`src/rtl/fir_mc_serial_if.sv`:
```
// Handshake and coefficient-bus bundle for the multi-channel serial FIR.
// The master drives samples and coefficient writes; the slave returns results.
interface fir_mc_serial_if #(
  parameter int WIDTH_DATA  = 8,
  parameter int WIDTH_COEF  = 8,
  parameter int LOG2_N_TAPS = 4,
  parameter int LOG2_N_CH   = 1,
  parameter int WIDTH_OUT   = 8
);
  logic                          in_valid;
  logic                          in_ready;
  logic [LOG2_N_CH-1:0]          in_ch;
  logic signed [WIDTH_DATA-1:0]  din;
  logic                          coef_we;
  logic [LOG2_N_TAPS-1:0]        coef_addr;
  logic signed [WIDTH_COEF-1:0]  coef_data;
  logic                          out_valid;
  logic [LOG2_N_CH-1:0]          out_ch;
  logic signed [WIDTH_OUT-1:0]   dout;

  modport master (
    output in_valid, in_ch, din, coef_we, coef_addr, coef_data,
    input  in_ready, out_valid, out_ch, dout
  );

  modport slave (
    input  in_valid, in_ch, din, coef_we, coef_addr, coef_data,
    output in_ready, out_valid, out_ch, dout
  );
endinterface

```
`src/rtl/fir_mc_serial.sv`:
```
// Time-interleaved multi-channel FIR sharing one MAC, one tap per cycle,
// with a writable shared coefficient bank and rounded, saturated output.
module fir_mc_serial #(
  parameter int WIDTH_DATA  = 8,
  parameter int WIDTH_COEF  = 8,
  parameter int N_TAPS      = 16,
  parameter int LOG2_N_TAPS = 4,
  parameter int N_CH        = 2,
  parameter int LOG2_N_CH   = 1,
  parameter int WIDTH_OUT   = 8,
  parameter int SHIFT       = 0
) (
  input  logic           clk,
  input  logic           rst,
  fir_mc_serial_if.slave bus
);
  localparam int WIDTH_PROD = WIDTH_DATA + WIDTH_COEF;
  localparam int WIDTH_ACC  = WIDTH_PROD + LOG2_N_TAPS;
  localparam logic [LOG2_N_TAPS-1:0] TAP_ONE = LOG2_N_TAPS'(1);

  typedef enum logic [1:0] {IDLE, MAC, OUT} state_t;

  state_t                        state_reg;
  logic signed [WIDTH_DATA-1:0]  hist_reg [N_CH][N_TAPS];
  logic [LOG2_N_TAPS-1:0]        ptr_reg  [N_CH];
  logic signed [WIDTH_COEF-1:0]  coef_reg [N_TAPS];
  logic [LOG2_N_CH-1:0]          ch_reg;
  logic [LOG2_N_TAPS-1:0]        k_reg;
  logic signed [WIDTH_ACC-1:0]   acc_reg;
  logic                          in_ready_reg;
  logic                          out_valid_reg;
  logic [LOG2_N_CH-1:0]          out_ch_reg;
  logic signed [WIDTH_OUT-1:0]   dout_reg;

  logic [LOG2_N_TAPS-1:0]        tap_idx;
  logic signed [WIDTH_PROD-1:0]  prod;
  logic signed [WIDTH_ACC-1:0]   prod_ext;
  logic signed [WIDTH_ACC:0]     acc_ext;
  logic signed [WIDTH_ACC:0]     rnd;
  logic signed [WIDTH_OUT-1:0]   sat;
  logic                          fits;

  // Newest sample sits at ptr; tap k reaches k samples back, wrapping naturally.
  assign tap_idx  = ptr_reg[ch_reg] - k_reg;
  assign prod     = coef_reg[k_reg] * hist_reg[ch_reg][tap_idx];
  assign prod_ext = {{LOG2_N_TAPS{prod[WIDTH_PROD-1]}}, prod};
  assign acc_ext  = {acc_reg[WIDTH_ACC-1], acc_reg};

  generate
    if (SHIFT == 0) begin : g_no_round
      assign rnd = acc_ext;
    end else begin : g_round
      localparam logic signed [WIDTH_ACC:0] BIAS = {{WIDTH_ACC{1'b0}}, 1'b1} << (SHIFT - 1);
      assign rnd = (acc_ext + BIAS) >>> SHIFT;
    end
  endgenerate

  // In range when every bit above the output sign bit equals it.
  assign fits = (&rnd[WIDTH_ACC:WIDTH_OUT-1]) | ~(|rnd[WIDTH_ACC:WIDTH_OUT-1]);
  assign sat  = fits ? rnd[WIDTH_OUT-1:0]
              : (rnd[WIDTH_ACC] ? {1'b1, {(WIDTH_OUT-1){1'b0}}}
                                : {1'b0, {(WIDTH_OUT-1){1'b1}}});

  always_ff @(posedge clk or posedge rst) begin
    if (rst) begin
      state_reg     <= IDLE;
      in_ready_reg  <= 1'b1;
      out_valid_reg <= 1'b0;
      out_ch_reg    <= '0;
      dout_reg      <= '0;
      ch_reg        <= '0;
      k_reg         <= '0;
      acc_reg       <= '0;
      for (int c = 0; c < N_CH; c++) begin
        ptr_reg[c] <= '0;
        for (int t = 0; t < N_TAPS; t++) hist_reg[c][t] <= '0;
      end
      for (int t = 0; t < N_TAPS; t++) coef_reg[t] <= WIDTH_COEF'(1);
    end else begin
      out_valid_reg <= 1'b0;
      case (state_reg)
        IDLE: begin
          // Coefficient write lands on the same edge as a handshake, so MAC sees it.
          if (bus.coef_we && in_ready_reg) coef_reg[bus.coef_addr] <= bus.coef_data;
          if (bus.in_valid && in_ready_reg) begin
            hist_reg[bus.in_ch][ptr_reg[bus.in_ch]] <= bus.din;
            ch_reg       <= bus.in_ch;
            acc_reg      <= '0;
            k_reg        <= '0;
            in_ready_reg <= 1'b0;
            state_reg    <= MAC;
          end
        end
        MAC: begin
          acc_reg <= acc_reg + prod_ext;
          k_reg   <= k_reg + TAP_ONE;
          if (&k_reg) state_reg <= OUT;
        end
        OUT: begin
          dout_reg        <= sat;
          out_ch_reg      <= ch_reg;
          out_valid_reg   <= 1'b1;
          ptr_reg[ch_reg] <= ptr_reg[ch_reg] + TAP_ONE;
          in_ready_reg    <= 1'b1;
          state_reg       <= IDLE;
        end
        default: begin
          in_ready_reg <= 1'b1;
          state_reg    <= IDLE;
        end
      endcase
    end
  end

  assign bus.in_ready  = in_ready_reg;
  assign bus.out_valid = out_valid_reg;
  assign bus.out_ch    = out_ch_reg;
  assign bus.dout      = dout_reg;
endmodule
```
`src/flat_wrapper.sv`:
```
// flat-port wrapper written by rule: the top's interface ports become plain ports
module fir_mc_serial_flat 
#(
  parameter int WIDTH_DATA  = 8,
  parameter int WIDTH_COEF  = 8,
  parameter int N_TAPS      = 16,
  parameter int LOG2_N_TAPS = 4,
  parameter int N_CH        = 2,
  parameter int LOG2_N_CH   = 1,
  parameter int WIDTH_OUT   = 8,
  parameter int SHIFT       = 0
)
  (clk, rst, bus_in_valid, bus_in_ch, bus_din, bus_coef_we, bus_coef_addr, bus_coef_data, bus_in_ready, bus_out_valid, bus_out_ch, bus_dout);
  fir_mc_serial_if #(.WIDTH_DATA(WIDTH_DATA), .WIDTH_COEF(WIDTH_COEF), .LOG2_N_TAPS(LOG2_N_TAPS), .LOG2_N_CH(LOG2_N_CH), .WIDTH_OUT(WIDTH_OUT)) bus_i ();
  input  logic clk;
  input  logic rst;
  input wire logic [$bits(bus_i.in_valid)-1:0] bus_in_valid;
  input wire logic [$bits(bus_i.in_ch)-1:0] bus_in_ch;
  input wire logic [$bits(bus_i.din)-1:0] bus_din;
  input wire logic [$bits(bus_i.coef_we)-1:0] bus_coef_we;
  input wire logic [$bits(bus_i.coef_addr)-1:0] bus_coef_addr;
  input wire logic [$bits(bus_i.coef_data)-1:0] bus_coef_data;
  output wire logic [$bits(bus_i.in_ready)-1:0] bus_in_ready;
  output wire logic [$bits(bus_i.out_valid)-1:0] bus_out_valid;
  output wire logic [$bits(bus_i.out_ch)-1:0] bus_out_ch;
  output wire logic [$bits(bus_i.dout)-1:0] bus_dout;
  assign bus_i.in_valid = bus_in_valid;
  assign bus_i.in_ch = bus_in_ch;
  assign bus_i.din = bus_din;
  assign bus_i.coef_we = bus_coef_we;
  assign bus_i.coef_addr = bus_coef_addr;
  assign bus_i.coef_data = bus_coef_data;
  assign bus_in_ready = bus_i.in_ready;
  assign bus_out_valid = bus_i.out_valid;
  assign bus_out_ch = bus_i.out_ch;
  assign bus_dout = bus_i.dout;
  fir_mc_serial #(.WIDTH_DATA(WIDTH_DATA), .WIDTH_COEF(WIDTH_COEF), .N_TAPS(N_TAPS), .LOG2_N_TAPS(LOG2_N_TAPS), .N_CH(N_CH), .LOG2_N_CH(LOG2_N_CH), .WIDTH_OUT(WIDTH_OUT), .SHIFT(SHIFT)) u_core (.clk(clk), .rst(rst), .bus(bus_i));
endmodule
```
`config.mk`:
```
export PLATFORM = sky130hd
export DESIGN_NAME = fir_mc_serial_flat
export DESIGN_NICKNAME = d
export VERILOG_FILES = /design/src/rtl/fir_mc_serial_if.sv /design/src/rtl/fir_mc_serial.sv /design/src/flat_wrapper.sv
export SDC_FILE = /design/constraint.sdc
export NUM_CORES = 1
export LEC_CHECK = 0
export CORE_ASPECT_RATIO = 2
export CORE_MARGIN = 4
export CORE_UTILIZATION = 50
export CTS_BUF_LIST = sky130_fd_sc_hd__clkbuf_2 sky130_fd_sc_hd__clkbuf_4 sky130_fd_sc_hd__clkbuf_8
export DETAILED_ROUTE_END_ITERATION = 12
export GPL_TIMING_DRIVEN = 0
export PLACE_DENSITY = 0.75
export SYNTH_ARGS = -nofsm -noshare
export SYNTH_HDL_FRONTEND = slang
export SYNTH_SLANG_ARGS = --single-unit
export TNS_END_PERCENT = 5
```
`constraint.sdc`:
```
create_clock -name clk -period 30.1 [get_ports clk]
set_input_delay 4.515 -clock clk [delete_from_list [all_inputs] [get_ports clk]]
set_output_delay 4.515 -clock clk [all_outputs]
set_load 0.005 [all_outputs]
```
==> Word level (Yosys, flattened, before mapping) <==
Cells that the tools add are included.
{ "word_totals": {"register_bits": 430, "output_inout_bits": 11} }
{ "op_classes": {"bitwise_logic": 9, "eq_ne": 4, "addsub": 4, "magnitude_cmp": 10, "mul": 1, "n_reduce_logical": 16, "muxes": 38} }
{ "ops": {"columns": ["operator", "count"], "rows": [
  ["2-to-1 mux 128 bit", 4],
  ["bitwise mux 256 bit", 1],
  ["bitwise mux 128 bit", 1],
  ["demux 128 bit (select 1 bit)", 1],
  ["binary-select mux 8 bit (select 4 bit)", 2],
  ["demux 8 bit (select 4 bit)", 2],
  ["2-to-1 mux 8 bit", 8],
  ["one-hot mux 20 bit (2 select lines)", 1],
  ["2-to-1 mux 4 bit", 8],
  ["adder 20 x 16 -> 20 bit", 1],
  [">= comparator 5 bit, second input constant", 4],
  ["2-to-1 mux 20 bit", 1],
  ["NOT 4 -> 5 bit", 4],
  ["multiplier 8 x 8 -> 16 bit", 1],
  ["AND reduction 13 bit", 1],
  ["OR reduction 13 bit", 1],
  ["< comparator 5 x 1 -> 1 bit, second input constant", 2],
  ["AND reduction 2 bit", 5],
  ["adder 4 x 1 -> 4 bit, second input constant", 2],
  ["bitwise mux 8 bit", 1],
  ["one-hot mux 4 bit (2 select lines)", 1],
  ["logical AND 1 bit", 6],
  ["demux 4 bit (select 1 bit)", 1],
  [">= comparator 2 bit, second input constant", 2],
  ["15 further kinds", 21]
]} }

==> Logic depth before layout (Yosys ltp) <==
Gate-level depths: netlist (run 1).
{ "depth": {"depth_word": 12, "ltp_mapped": 29} }

==> Least setup slack after synthesis (run 1) <==
No wires, ideal clock.
{ "synth_path": {"kind": "register to register", "start": "register u_core.ch_reg", "end": "register u_core.acc_reg[17]", "path_slack_ns": 22.623, "required_ns": 30.031, "t_arrival_ns": 7.408, "setup_time_ns": 0.069, "path_stages_with_launch": 24, "path_cell_list": "dfrtp_1 > buf_6 > buf_4 > buf_2 > mux2i_1 > ha_1 > inv_1 > fa_1 > xor2_2 > mux4_2 > mux2_4 > and2_1 > fa_1 > fa_1 > fa_1 > fa_1 > fa_1 > ha_1 > o21ai_1 > o211ai_1 > a41oi_1 > o21ai_1 > or4b_1 > nand3_1"} }
{ "synth_between": {"elab_chain_cells": 12, "elab_cells_between_ends": 15, "cone_classes": "2 x add/sub; 1 x mul; 10 x mux; 2 x bitwise"} }
{ "synth_lines": {"columns": ["element", "line", "text"], "rows": [
  ["start, declared", "fir_mc_serial.sv:27", "logic [LOG2_N_CH-1:0] ch_reg;"],
  ["start signal, assigned", "fir_mc_serial.sv:87", "ch_reg <= bus.in_ch;"],
  ["NOT 1 -> 2 bit (not written as such) (*)", "fir_mc_serial.sv:44, fir_mc_serial.sv:45", null],
  ["2-to-1 mux 4 bit (not written as such) (3 in series)", "fir_mc_serial.sv:44", "assign tap_idx = ptr_reg[ch_reg] - k_reg;"],
  ["subtractor 4 bit", "fir_mc_serial.sv:44", null],
  ["NOT 4 -> 5 bit (not written as such)", "fir_mc_serial.sv:45", "assign prod = coef_reg[k_reg] * hist_reg[ch_reg][tap_idx];"],
  ["binary-select mux 8 bit (select 4 bit) (*)", "fir_mc_serial.sv:45", null],
  ["2-to-1 mux 8 bit (not written as such) (*) (2 in series)", "fir_mc_serial.sv:45", null],
  ["multiplier 8 x 8 -> 16 bit (*)", "fir_mc_serial.sv:45", null],
  ["adder 20 x 16 -> 20 bit (*)", "fir_mc_serial.sv:95", "acc_reg <= acc_reg + prod_ext;"],
  ["one-hot mux 20 bit (2 select lines) (*)", "fir_mc_serial.sv:81", "case (state_reg)"],
  ["end signal, assigned", "fir_mc_serial.sv:95", null],
  ["end, declared", "fir_mc_serial.sv:29", "logic signed [WIDTH_ACC-1:0] acc_reg;"]
]} }
Mark *: on every way between the ends. The rest lies on a longest branch, timed or not. The select of a mux whose other input is x is not followed.
A chain may end at the register's enable or synchronous reset.

==> Worst setup path in the final report (run 1) <==
Ends and elaborated chain as after synthesis.

==> flow_summary.ini, run 1 <==
[layout]
fin_nets = 1895
layout-drive-gt1-share_pct = 34.3
area_growth_pct = 10.7
final_cells = 2397
fillers = 3651
final_util_pct = 56.1
layout_commonest_cell = dfrtp_1
largest_reg_flops = 256
final_cell_mix = dfrtp_1 (413), mux2_2 (336), inv_1 (117)
final_cell_area_um2 = 25800

[timing]
finalCriticalPeriod_ps = 9150
final_hold_viol_count = 0
tightestPinTransition_ps = 1150
fin_crit_sh_pct = 30.4
max-slew-margin-rel_pct = 23.3
holdWs_ps = 482
fmax_ghz = 0.109
setup_viol = 0
fin_skew_ps = 45.6
tns_ps = 0
maxSlewViolCount = 0
rsz0062_at_grt = no

[global_routing]
grt_usage_pct = 24.2
grt_overflow = 0
grt_start_max_net_pins = 140
grt_pass1_wl_um = 92900
grt_pass1_vias = 16200
antenna_found_initial = 1

[placement]
place.gp.congestion = 0.884
post_dp_cell_area_um2 = 24500
port_buffers = 32
dp_cells = 2291
hpwl_um = 44100

[floorplanning]
die_x_um = 161
io_pins = 36
die_y_um = 313
initial_core_util_pct = 50.6
die-area_um2 = 50300
core_area_um2 = 46000
rows = 111

[worst_setup_path]
path_cells = buf_6, buf_4, buf_2, mux2i_1, ha_1, buf_6, buf_6, clkbuf_1, mux4_1, mux4_2, mux2_4, and2_1, fa_1, fa_1, fa_1, fa_1, fa_1, ha_1, o21ai_1, o211ai_1, a41oi_1, o21ai_1, or4b_1, nand3_1
cpPeakStageDelay_ps = 690
crit_path_frequent_cell = fa_1
startpoint_type = flop
critPathKind = flop to flop
cp_slowest_cell = fa_1
worstPathArrival_ps = 9720
crit_fanout = 13
cp-end-kind = flop
cp.required_ps = 30660
path_delay_family = adder cells
worstPathBufferInverterCount = 6

[routing]
drc = 0
final_antenna_net_count = 0
drt_iter0_drc = 884
wl_per_cell_um = 24.8
drtPass1Iterations = 7
num_vias = 14200
wirelength_um = 59400
via_per_inst = 5.92

[pwr]
power.share.clock_pct = 26.6
peakVddDrop_v = 0.0000466
sequentialPowerShare_pct = 37.0
p_switching_w = 0.000660
leakage_nw = 12.7
p_comb_share_pct = 36.4
switching_share_pct = 35.1
powerDensity_nw_per_um2 = 73.0
p_int_w = 0.00122

[clock_tree]
cts_sinks = 430
root_buffer = clkbuf_8
cts-hold-fix-buffers = 0
htreeDepth = 2
cts_buffers = 58
post_cts_buffers = 0
cts_tree = yes
clockBufferDepth = 3
insertion_delay_ps = 660
path_clk_slew_ps = 80
postCtsResizedCells = 0

[synth]
synthesis.area_um2 = 23300
synth-edff-count = 0
ys_warn_count = 0
synth_ff_type = dfrtp_1
async_reset_ff_share_pct = 100
synthCells = 1635
synth-seq-area-share_pct = 46.3
synth_top_area_share_pct = 44.4
synthTopCellsByArea = dfrtp_1 (44%), mux2_2 (16%), mux4_2 (9.2%)
syn-num-nets = 1800
synth-seq-cells = 430
synth.distinct_cells = 61
postSynthAreaPerCell_um2 = 14.2
yosys.area.top_type = dfrtp_1

[flow_run]
drv_cap = 0

[min_path]
hold_path_class = flop to flop

[status]
status = completed
worst register-to-register path, stage by stage, from the launching register on:
cell	delay, ps
dfrtp_1	340
buf_6	190
buf_4	260
buf_2	300
mux2i_1	140
ha_1	310
buf_6	200
buf_6	220
clkbuf_1	660
mux4_1	420
mux4_2	510
mux2_4	340
and2_1	510
fa_1	690
fa_1	450
fa_1	570
fa_1	450
fa_1	470
ha_1	350
o21ai_1	110
o211ai_1	320
a41oi_1	360
o21ai_1	330
or4b_1	470
nand3_1	110
kinds of logic after synthesis:
logic type	synth area share (%)
buffers and inverters	3.50
muxes	31.4
and+or+nand+nor	4.88
AOI/OAI and AO/OA	2.51
adders and majority gates	10.4
DFF	46.3
xor gates and xnor gates	0.978
synthesized netlist by cell type (7+ instances only):
cell	instances
dfrtp_1	413
mux2_2	336
inv_1	118
nand2_1	98
mux4_2	95
fa_1	90
mux2_1	53
clkbuf_1	52
ha_1	50
nor2_1	40
and2_1	36
mux4_1	25
o21ai_0	25
a21oi_1	19
dfstp_2	17
nand3_1	15
nor2_2	15
xnor2_1	15
buf_2	10
buf_6	7
routing by layer:
metal | track usage, % | vias to the layer above | wire (µm)
met3 | 2.67 | 234 | 2100
met2 | 46.3 | 470 | 33700
met1 | 24.0 | 7457 | 19000
met4 | 16.4 | 0 | 4650
li1 | - | 6022 | -
met5 | 0 | - | 0
power by group through the flow:
stage	Combinational (W)	Clock, W	Sequential, W
floorplan	0.000487	0	0.000686
global placement	0.000672	0	0.000700
detailed placement	0.000688	0	0.000705
CTS	0.000691	0.000510	0.000694
global route	0.000733	0.000534	0.000702
finish	0.000685	0.000501	0.000696
area by class of cell:
type	instances	area (µm²)	share of cell area (%)
Inverter	121	462	1.79
Clock inverter	16	220	0.854
Timing Repair Buffer	35	403	1.56
Buffer	74	362	1.40
Multi-Input combinational cell	1010	11700	45.3
Sequential cell	430	10800	41.8
Antenna cell	1	2.50	0.00971
Tap cell	621	777	3.01
Clock buffer	89	1090	4.22
final timing paths:
path / start / cells after the start / endpoint / slack, ps
max in group asynchronous: rst / 4 / u_core.acc_reg[13]$_DFFE_PP0P_ / 23960
worst min register to register: u_core.hist_reg[145]$_DFFE_PP0P_ / 1 / u_core.hist_reg[145]$_DFFE_PP0P_ / 480
worst max-delay path: u_core.ch_reg$_DFFE_PP0P_ / 24 / u_core.acc_reg[17]$_DFFE_PP0P_ / 20950
worst max register to register: u_core.ch_reg$_DFFE_PP0P_ / 24 / u_core.acc_reg[17]$_DFFE_PP0P_ / 20950
worst min-delay path: u_core.hist_reg[145]$_DFFE_PP0P_ / 1 / u_core.hist_reg[145]$_DFFE_PP0P_ / 480
min in group asynchronous: rst / 2 / u_core.hist_reg[153]$_DFFE_PP0P_ / 4450
per-stage QoR:
stage               setup WS (ps)  total power (W)
finish                      20950          0.00188
global route                20600          0.00197
global placement             9670          0.00137
CTS                         20940          0.00190
detailed placement          21020          0.00139
floorplan                   13640          0.00117
No activity file was read; power rests on OpenSTA's default activity.
==> run 2, diff against run 1 <==
==> constraint.sdc (replaced) <==
create_clock -name clk -period 9.1 [get_ports clk]
set_input_delay 1.365 -clock clk [delete_from_list [all_inputs] [get_ports clk]]
set_output_delay 1.365 -clock clk [all_outputs]
set_load 0.005 [all_outputs]
==> run 2 against run 1 <==
Against the previous run:
- critical path type unchanged
- power rose to 3.3 times the previous value
- non-clock buffer count rose by 6
- count of clock-buffer cells in the layout fell by 4
- sequential power rose to 3.3 times the previous value
- critical path depth fell by 1
- final area rose by 0.43%
- flip-flop and latch count did not move
- wire length barely moved
- sequential share of layout area fell by 0.18 points
- die area did not move
- global-route usage barely moved
- cell count barely moved
==> flow_summary.ini, run 2 (synthesis gave the netlist of run 1 again) <==
[status]
status = completed

[timing]
finalCriticalPeriod_ps = 8680
fmax_ghz = 0.115
tns_ps = 0
rsz0062_at_grt = no
fin_crit_sh_pct = 95.4
fin_skew_ps = 28.8
max-slew-margin-rel_pct = 23.8
final_hold_viol_count = 0
setup_viol = 0
tightestPinTransition_ps = 1140
maxSlewViolCount = 0

[floorplanning]
die_y_um = 313
rows = 111
die-area_um2 = 50300
initial_core_util_pct = 50.6
io_pins = 36
core_area_um2 = 46000
die_x_um = 161

[clock_tree]
insertion_delay_ps = 660
htreeDepth = 2
root_buffer = clkbuf_8
post_cts_buffers = 0
clockBufferDepth = 3
cts_tree = yes
path_clk_slew_ps = 70
cts_buffers = 57
cts_sinks = 430

[worst_setup_path]
crit_path_frequent_cell = fa_1
cpPeakStageDelay_ps = 680
startpoint_type = flop
worstPathArrival_ps = 9260
crit_fanout = 19
path_cells = buf_6, buf_4, buf_2, mux2i_1, ha_1, buf_6, buf_8, mux4_1, mux4_2, mux2_4, and2_1, fa_1, fa_1, fa_1, fa_1, fa_1, ha_1, o21ai_1, o211ai_1, a41oi_1, o21ai_1, or4b_1, nand3_1
path_delay_family = adder cells
cp.required_ps = 9680
cp-end-kind = flop
critPathKind = flop to flop
worstPathBufferInverterCount = 5
cp_slowest_cell = fa_1

[routing]
num_vias = 14300
wirelength_um = 59500
via_per_inst = 5.98
final_antenna_net_count = 0
drt_iter0_drc = 697
drc = 0
drtPass1Iterations = 5
wl_per_cell_um = 24.8

[global_routing]
antenna_found_initial = 1
grt_overflow = 0
grt_usage_pct = 24.2
grt_pass1_vias = 16100
grt_pass1_wl_um = 92700
grt_start_max_net_pins = 48

[pwr]
p_switching_w = 0.00217
p_comb_share_pct = 36.6
power.share.clock_pct = 26.1
sequentialPowerShare_pct = 37.3
powerDensity_nw_per_um2 = 239
p_int_w = 0.00401
leakage_nw = 12.7
peakVddDrop_v = 0.000148
switching_share_pct = 35.2

[layout]
layout-drive-gt1-share_pct = 34.6
final_util_pct = 56.3
final_cell_mix = dfrtp_1 (413), mux2_2 (336), inv_1 (117)
area_growth_pct = 11.2
layout_commonest_cell = dfrtp_1
final_cell_area_um2 = 25900
final_cells = 2399
largest_reg_flops = 256
fillers = 3629
fin_nets = 1900

[placement]
hpwl_um = 45300
place.gp.congestion = 0.890
port_buffers = 32
dp_cells = 2299
post_dp_cell_area_um2 = 24600

[min_path]
hold_path_class = flop to flop

[flow_run]
drv_cap = 0
==> run 2: changes by cell type in the layout (fill, tap and decap cells not counted) <==
| cell | before | now |
|---|---|---|
| inv_12 | 1 | 0 |
| xor2_2 | 1 | 0 |
| xor2_4 | 0 | 1 |
| bufinv_16 | 5 | 4 |
| clkbuf_4 | 22 | 14 |
| clkbuf_2 | 0 | 2 |
| clkbuf_8 | 67 | 71 |
| buf_12 | 0 | 10 |
| clkinvlp_4 | 0 | 3 |
| buf_16 | 3 | 1 |
| inv_8 | 1 | 0 |
| clkbuf_1 | 52 | 48 |
==> run 2: metal layers <==
| layer | wire length [µm] | global-route usage, % | vias up |
|---|---|---|---|
| li1 | - | - | 6056 |
| met1 | 18600 | 23.9 | 7553 |
| met2 | 33900 | 46.4 | 499 |
| met3 | 2320 | 2.79 | 229 |
| met4 | 4590 | 16.1 | 0 |
| met5 | 0 | 0 | - |
==> run 2: repair_timing <==
action,CTS,global route
hold buffers,0,0
setup endpoints to repair,1,1
resized for setup,0,6
==> run 2: through the flow <==
| stage | setup slack (ps) | power [W] | hold WS, ps |
|---|---|---|---|
| 5_1_grt | 7.47 | 0.00648 | 493 |
| 3_3_place_gp | -400 | 0.00454 | 459 |
| 6_report | 421 | 0.00618 | 484 |
| 2_1_floorplan | 1620 | 0.00388 | 449 |
| 3_5_place_dp | 16.6 | 0.00462 | 471 |
| 4_1_cts | 221 | 0.00623 | 486 |
==> run 2: worst register-to-register path, delay by kind of cell (launching register included) <==
kind                       cells  cell delay, ps
AOI/OAI and AO/OA              4            1040
DFF                            1             340
buffers and inverters          5            1320
and+or+nand+nor                3            1080
muxes                          4            1570
adders and majority gates      7            3280
==> run 2: path summary, 6_finish.rpt <==
check / startpoint / end / slack (ps) / cells past startpoint
max: u_core.ch_reg$_DFFE_PP0P_ / u_core.acc_reg[17]$_DFFE_PP0P_ / 420 / 23
min: u_core.hist_reg[142]$_DFFE_PP0P_ / u_core.hist_reg[142]$_DFFE_PP0P_ / 480 / 1
max reg2reg: u_core.ch_reg$_DFFE_PP0P_ / u_core.acc_reg[17]$_DFFE_PP0P_ / 420 / 23
min reg2reg: u_core.hist_reg[142]$_DFFE_PP0P_ / u_core.hist_reg[142]$_DFFE_PP0P_ / 480 / 1
max in group asynchronous: rst / u_core.hist_reg[62]$_DFFE_PP0P_ / 5700 / 9
min in group asynchronous: rst / u_core.hist_reg[151]$_DFFE_PP0P_ / 1120 / 2
==> run 2: layout make-up <==
| class | count | area, µm² | area share, % |
|---|---|---|---|
| buffer | 72 | 357 | 1.38 |
| clock buffer | 85 | 1080 | 4.18 |
| inverter | 121 | 458 | 1.77 |
| timing repair buffer | 43 | 548 | 2.12 |
| antenna | 1 | 2.50 | 0.00966 |
| multi-input combinational | 1010 | 11700 | 45.2 |
| tap | 621 | 777 | 3.00 |
| clock inverter | 16 | 189 | 0.730 |
| sequential | 430 | 10800 | 41.6 |
==> run 2: power by group through the flow <==
stage,logic (W),registers [W],clock network [W]
floorplan,0.00161,0.00227,0
CTS,0.00228,0.00230,0.00165
finish,0.00226,0.00230,0.00161
global route,0.00243,0.00232,0.00172
global placement,0.00222,0.00232,0
detailed placement,0.00229,0.00233,0
